$ cat src/rtl/_demux32_regbank.sv
// 32-entry register bank write port with a one-entry-per-cycle clear sweep.
// Writes land one cycle after acceptance; writes are refused while a sweep runs.
package constants;
    localparam int WORD_LENGTH = 32;
endpackage

module _demux32_regbank #(
    parameter int n        = constants::WORD_LENGTH,
    parameter int ZERO_REG = 1
) (
    input  logic         clk,
    input  logic         rst,
    input  logic         wr_valid,
    output logic         wr_ready,
    input  logic [4:0]   wr_sel,
    input  logic [n-1:0] wr_data,
    input  logic         clr_req,
    output logic         clr_busy,
    output logic [n-1:0] out00, out01, out02, out03, out04, out05, out06, out07,
    output logic [n-1:0] out08, out09, out10, out11, out12, out13, out14, out15,
    output logic [n-1:0] out16, out17, out18, out19, out20, out21, out22, out23,
    output logic [n-1:0] out24, out25, out26, out27, out28, out29, out30, out31
);

    typedef enum logic {IDLE, CLEAR} state_t;

    state_t         state, state_nxt;
    logic [4:0]     cnt, cnt_nxt;
    logic           wr_en;
    logic [n-1:0]   bank [32];

    always_ff @(posedge clk or posedge rst) begin
        if (rst) begin
            state <= IDLE;
            cnt   <= 5'd0;
        end else begin
            state <= state_nxt;
            cnt   <= cnt_nxt;
        end
    end

    always_comb begin
        state_nxt = state;
        cnt_nxt   = cnt;
        case (state)
            IDLE: begin
                if (clr_req) begin
                    state_nxt = CLEAR;
                    cnt_nxt   = 5'd0;
                end
            end
            CLEAR: begin
                // 5-bit increment wraps 31 -> 0 exactly as the sweep finishes
                cnt_nxt = cnt + 5'd1;
                if (cnt == 5'd31) state_nxt = IDLE;
            end
            default: state_nxt = IDLE;
        endcase
    end

    assign wr_ready = (state == IDLE);
    assign clr_busy = (state == CLEAR);

    // Entry 0 writes complete the handshake but are dropped when it is the zero register
    assign wr_en = wr_valid && wr_ready && !((ZERO_REG != 0) && (wr_sel == 5'd0));

    always_ff @(posedge clk or posedge rst) begin
        if (rst) begin
            for (int i = 0; i < 32; i++) bank[i] <= '0;
        end else begin
            if (wr_en)    bank[wr_sel] <= wr_data;
            if (clr_busy) bank[cnt]    <= '0;
        end
    end

    assign out00 = bank[0];
    assign out01 = bank[1];
    assign out02 = bank[2];
    assign out03 = bank[3];
    assign out04 = bank[4];
    assign out05 = bank[5];
    assign out06 = bank[6];
    assign out07 = bank[7];
    assign out08 = bank[8];
    assign out09 = bank[9];
    assign out10 = bank[10];
    assign out11 = bank[11];
    assign out12 = bank[12];
    assign out13 = bank[13];
    assign out14 = bank[14];
    assign out15 = bank[15];
    assign out16 = bank[16];
    assign out17 = bank[17];
    assign out18 = bank[18];
    assign out19 = bank[19];
    assign out20 = bank[20];
    assign out21 = bank[21];
    assign out22 = bank[22];
    assign out23 = bank[23];
    assign out24 = bank[24];
    assign out25 = bank[25];
    assign out26 = bank[26];
    assign out27 = bank[27];
    assign out28 = bank[28];
    assign out29 = bank[29];
    assign out30 = bank[30];
    assign out31 = bank[31];

endmodule

$ cat config.mk
export PLATFORM = sky130hd
export DESIGN_NAME = _demux32_regbank
export DESIGN_NICKNAME = d
export VERILOG_FILES = /design/src/rtl/_demux32_regbank.sv
export SDC_FILE = /design/constraint.sdc
export NUM_CORES = 2
export LEC_CHECK = 0
export ABC_AREA = 1
export BUFFER_PORTS_ARGS = -buffer_cell sky130_fd_sc_hd__buf_2
export CORE_AREA = 4 4 409 411
export CTS_BUF_LIST = sky130_fd_sc_hd__clkbuf_4
export CTS_CLUSTER_DIAMETER = 200
export CTS_CLUSTER_SIZE = 8
export DETAILED_ROUTE_END_ITERATION = 8
export DIE_AREA = 0 0 413 415
export SETUP_SLACK_MARGIN = 0.02
export SLEW_MARGIN = 40
export SYNTH_ARGS = -nofsm -noshare
export SYNTH_HDL_FRONTEND = slang
export SYNTH_SLANG_ARGS = --single-unit
export TNS_END_PERCENT = 100
$ cat constraint.sdc
create_clock -name clk -period 96.4 [get_ports clk]
set_clock_uncertainty 0.15 [all_clocks]
set_input_delay 9.64 -clock clk [delete_from_list [all_inputs] [get_ports clk]]
set_output_delay 9.64 -clock clk [all_outputs]
set_load 0.01 [all_outputs]
### Word level (Yosys, flattened, before mapping)

Cells that the tools add are included.

| word-level totals | value |
|---|---|
| register bits after elaboration | 1030 |
| bits in latches | 0 |
| bits in writable memories | 0 |
| memory bits (read-only) | 0 |
| output and inout port bits | 1026 |
| word-level logic and storage cells | 64 |
| memories kept | 0 |

| cells by class | value |
|---|---|
| $add $sub $neg | 1 |
| $mul | 0 |
| divide/modulo/power cells | 0 |
| magnitude comparators | 4 |
| equal/unequal tests | 2 |
| shift operators | 0 |
| muxes and demuxes | 12 |
| bitwise logic cells | 5 |
| reduce and logical (&&, ||, !) cells | 6 |

Operators with widths:

| kind | count |
|---|---|
| 1024-bit 2-to-1 mux | 2 |
| 1024-bit bitwise AND | 1 |
| 1024-bit bitwise mux | 1 |
| 1024-bit inverter | 1 |
| 32-bit demux with 5-bit select | 2 |
| 32-bit 2-to-1 mux | 2 |
| 6-bit greater-or-equal comparator, second input constant | 2 |
| 6-bit by 1-bit less-than comparator with 1-bit output, second input constant | 2 |
| 5-bit inverter with 6-bit output | 2 |
| 5-bit one-hot mux with 2 select lines | 1 |
| 5-bit by 1-bit adder with 5-bit output, second input constant | 1 |
| 5-bit equality test, second input constant | 1 |
| 5-bit logical NOT | 1 |
| 5-bit 2-to-1 mux | 1 |
| 1-bit logical AND | 4 |
| 1-bit 2-to-1 mux | 2 |
| 2-bit by 1-bit inequality test with 1-bit output, second input constant | 1 |
| 1-bit one-hot mux with 2 select lines | 1 |
| 1-bit logical NOT | 1 |
| 1-bit inverter | 1 |

### Depth between registers and ports, before layout

| logic depth | value |
|---|---|
| word-level depth | 9 |
| gate-level depth with buffers | 10 |
| gate-level depth less buffers | 7 |

### Worst setup path before layout

Ideal clock, no wire load.

| timing path | value |
|---|---|
| path kind | in2reg |
| start | input wr_valid |
| end | register bank (netlist bit out15[10]) |
| data arrival time | 10698 ps |
| setup slack | 85416 ps |
| stages | 9 |
| buffers on the path | 2 |
| cell sequence | inv_1 > nor2_1 > buf_2 > nand2_1 > nor2_2 > inv_1 > clkbuf_1 > nor2_1 > nor3_1 |

| on the way | value |
|---|---|
| longest elaborated chain between the ends | 5 |

RTL lines:

| element | line | source |
|---|---|---|
| start: declaration | 13 | `input logic wr_valid,` |
| 1-bit logical AND * (2 in series) | 65 | `assign wr_en = wr_valid && wr_ready && !((ZERO_REG != 0) && (wr_sel == 5'd0));` |
| 1024-bit 2-to-1 mux * | 71 | `if (wr_en) bank[wr_sel] <= wr_data;` |
| 1024-bit bitwise AND (no source line) | n/a |  |
| 1024-bit 2-to-1 mux * | 72 | `if (clr_busy) bank[cnt] <= '0;` |
| end signal: indexed assignment | 71 |  |
| end: declaration | 30 | `logic [n-1:0] bank [32];` |

Mark *: on every way between the ends. The rest lies on a longest branch, timed or not.
A chain may end at the register's enable or synchronous reset.

### Worst setup path in the final report

| timing path | value |
|---|---|
| start | input wr_sel[0] |
| end | register bank (netlist bit out29[0]) |

| on the way | value |
|---|---|
| longest elaborated chain between the ends | 9 |

RTL lines:

| element | line | source |
|---|---|---|
| start: declaration | 15 | `input logic [4:0] wr_sel,` |
| 5-bit inverter with 6-bit output (not written as such) | 71 |  |
| 6-bit greater-or-equal comparator (not written as such) / 6-bit by 1-bit less-than comparator with 1-bit output (equally long branches) | 71 |  |
| 1-bit logical AND (not written as such) | 71 |  |
| 32-bit 2-to-1 mux (not written as such) | 71 |  |
| 32-bit demux with 5-bit select | 71 |  |
| 1024-bit bitwise mux | 71 |  |
| 1024-bit 2-to-1 mux * | 71 |  |
| 1024-bit bitwise AND (no source line) | n/a |  |
| 1024-bit 2-to-1 mux * | 72 |  |

Marks and branches as above.

==> implementation parameters <==
Parameter                              Value

Place
  Half-perimeter wire length after placement ... 145000 um
  PortBufs ... 1066
  Weighted congestion reported at the end of routability-driven placement ... 0.846
  Setup Slack @ Placement ... 81930 ps
  Instance count after placement with tap cells included ... 8522

Setup path
  Arrival time of data at the critical path endpoint ... 13680 ps
  Startpoint type of the worst setup path ... input port
  Capturing point of the worst reg2reg path ... out29[0]
  Origin of the worst setup path ... wr_sel[0]
  Minimum setup slack among reg-to-reg paths ... 92150 ps
  FF-to-FF path depth ... 9
  Critical path capture point type ... flop
  Cell Chain, Critical Path ... buf_2 -> inv_2 -> nor2_4 -> buf_4 -> nand2_1 -> inv_8 -> buf_6 -> buf_6 -> buf_4 -> nand3_1 -> nand2_1 -> nor2_1
  Critical path destination ... out29[0]
  Slowest stage cell on the critical path ... buf_4
  CP Class ... input port to flop
  Worst flop-to-flop path startpoint ... clr_busy
  Required time reported for the critical path endpoint ... 97290 ps
  Largest fanout of any net on the critical path ... 107
  Largest stage delay on the critical path ... 750 ps

Yosys
  Yosys warning total ... 0
  Share of the synthesized netlist area taken by xor and xnor gates ... 0
  Multiplexer area fraction after synthesis ... 0
  Distinct cell type count after synthesis ... 19
  Share of the yosys chip area belonging to registers ... 0.568
  Number of instances in the synthesized netlist ... 5651
  Area fraction in compound gates after synthesis ... 0.0778
  Net count after synthesis ... 5697
  Post-Synth Adder-Cell Area ... 0.00138
  Average footprint of a synthesized cell ... 8.03 sq um
  Combinational family with the most area after synthesis ... simple AND/OR/NAND/NOR gates
  Top cells by area, synth ... dfrtp_1, nor2_1, nand2_1
  Area fraction in and, or, nand and nor cells after synthesis ... 0.280
  Largest area contributor in the netlist ... dfrtp_1
  Number of storage elements in the synthesis netlist ... 1030
  Area of the mapped netlist ... 0.0454 sq mm
  Yosys top cell area share ... 0.568

Global routing
  Number of global-route vias before repair ... 40.2k
  Global-route wire length before repair ... 303000 um
  GR met2 Demand/Resource ... 0.388
  Global-route met3 utilization ... 0.0628
  Number of antenna violations at the first check in global routing ... 13
  Largest net degree at the start of global routing ... 198
  Gr busiest metal ... met2
  Residual overflow from global routing ... 0
  GRT Overall Usage ... 0.244
  Met1 Usage GRT ... 0.311

Floorplanning
  Starting Density ... 0.277
  Standard cell core area ... 0.164 sq mm
  Die area ... 0.171 sq mm
  Width of the chip ... 413 um
  Cell row count ... 149
  Number of top-level design ports ... 1067
  Vertical extent of the die ... 415 um

Power
  Sequential share of power ... 0.494
  Fraction of power consumed by the clock network ... 0.223
  Switching component of the power ... 0.000417 W
  Max IR drop VDD ... 12.1 uV
  Switching share of power ... 0.381
  Internal power consumption ... 0.000678 W
  Logic pwr share ... 0.283
  Overall power of the completed layout ... 0.00109 W
  Leakage power figure ... 32.5 nW
  Ratio of total power to cell area ... 20.2 mW/mm^2

STA
  Final number of max-transition violations ... 0
  Minimum period implied by the final worst setup slack ... 12790 ps
  Hold violation count in the final report ... 0
  Actual transition at the worst max-transition pin ... 865 ps
  Final cycle utilization of the critical path ... 0.133
  Fmax ... 0.0782 GHz
  Sum of negative setup slack ... 0 ps
  Unrepaired setup endpoints after global routing ... false
  Min setup slack post-route ... 83610 ps
  Worst slew margin relative to its limit ... 0.423
  Final number of setup-violating endpoints ... 0

CTS
  Clock tree root driver cell ... clkbuf_4
  Htree depth ... 4
  Worst-skew pair later-pin latency ... 1220 ps
  Hold buffers post-CTS ... 0
  Setup fix buffers added after clock tree synthesis ... 0
  Clock Sinks ... 1030
  CTS tree ... done
  Clock buffer depth ... 3
  Number of buffers added by the clock tree synthesis step ... 146
  Number of cells upsized or downsized after cts ... 0
  Clock transition at the register clock pins on the worst setup and hold paths after CTS ... 90 ps

Hold path
  Min-Delay Path Class ... flop to flop

Drt
  Vias per Instance ... 5.05
  Count of TritonRoute iterations in the first routing pass ... 7
  Remaining number of nets flagged by the antenna check after routing ... 0
  WL final ... 218000 um
  DR DRC count ... 0
  Drt first-iter violations ... 5373
  DR vias ... 43.9k
  Post-detailed-route wirelength per cell ... 25.1 um

Run status
  Result of the run ... finished clean

Cells and area
  Final Non-Filler Cells ... 8697
  Layout area overhead ... 19.2%
  Fraction of final layout cells with drive strength greater than 1 ... 0.221
  Nets@finish ... 6531

Flow run
  Count of maximum capacitance violations ... 0
-- worst max-delay path: cells and delay by family --
kind,cells,cell delay [ps]
AND/OR/NAND/NOR,5,780
buffers and inverters,7,3050
-- stage by stage --
step	cell area [sq um]	utilization	hold slack, ps
detailed placement	52600	0.321	296
floorplan	45400	-	353
global route	54100	0.330	353
global placement	52400	0.319	295
CTS	53900	0.329	322
finish	54100	0.330	319
-- cell type report --
cell class	instances	area [sq um]
Fill cell	17597	110000
Sequential cell	1030	25800
Multi-Input combinational cell	3791	16500
Timing Repair Buffer	1185	6430
Tap cell	2189	2740
Inverter	331	1330
Clock buffer	148	1110
Clock inverter	13	180
Antenna cell	10	25.0
-- cells in the mapped netlist --
master	count
a21oi_1	428
and2_0	1
buf_1	54
buf_2	149
clkbuf_1	296
clkinv_1	29
dfrtp_1	1030
ha_1	5
inv_1	293
inv_2	9
nand2_1	902
nand3_1	427
nand3_2	1
nand4_1	193
nor2_1	1477
nor2_2	9
nor3_1	71
o21ai_0	265
o21ai_1	12
-- worst min path at each step --
stage | start | end | cells past startpoint
final | out00[23] | out00[23] | 2
after global routing | out00[19] | out00[19] | 2
after CTS | out00[31] | out00[31] | 2
after detailed placement | out00[14] | out00[14] | 2
after global placement | out00[14] | out00[14] | 2
after floorplan | out00[0] | out00[0] | 2
-- cell families (layout without fill, tap and decap cells) --
| logic type | after synthesis | in the layout |
|---|---|---|
| fa+ha+maj | 5 | 5 |
| simple gates | 3081 | 3081 |
| compound gates | 705 | 705 |
| buf+inv | 830 | 1677 |
| flops | 1030 | 1030 |
| other cells | 0 | 10 |
-- per-layer routing --
layer | wire length (um) | vias to the layer above
li1 | - | 19603
met1 | 85100 | 21310
met2 | 100000 | 2432
met3 | 21300 | 533
met4 | 11500 | 4
met5 | 27 | -
-- layout by cell type (no fill, tap or decap), drive strengths merged, types with 148 or more instances in the layout --
cell type / Yosys / final
o21ai: 277 / 277
dfrtp: 1030 / 1030
nand2: 902 / 902
a21oi: 428 / 428
buf: 203 / 1185
inv: 302 / 331
clkbuf: 296 / 148
nor2: 1486 / 1486
nand3: 428 / 428
nand4: 193 / 193
-- power groups by stage --
stage / sequential, W / clock (W) / combinational (W)
3_3_place_gp: 0.000545 / 0 / 0.000307
4_1_cts: 0.000539 / 0.000252 / 0.000312
2_1_floorplan: 0.000572 / 0 / 0.000126
6_report: 0.000540 / 0.000244 / 0.000310
3_5_place_dp: 0.000547 / 0 / 0.000312
5_1_grt: 0.000547 / 0.000268 / 0.000338
No activity file was read; power rests on OpenSTA's default activity.
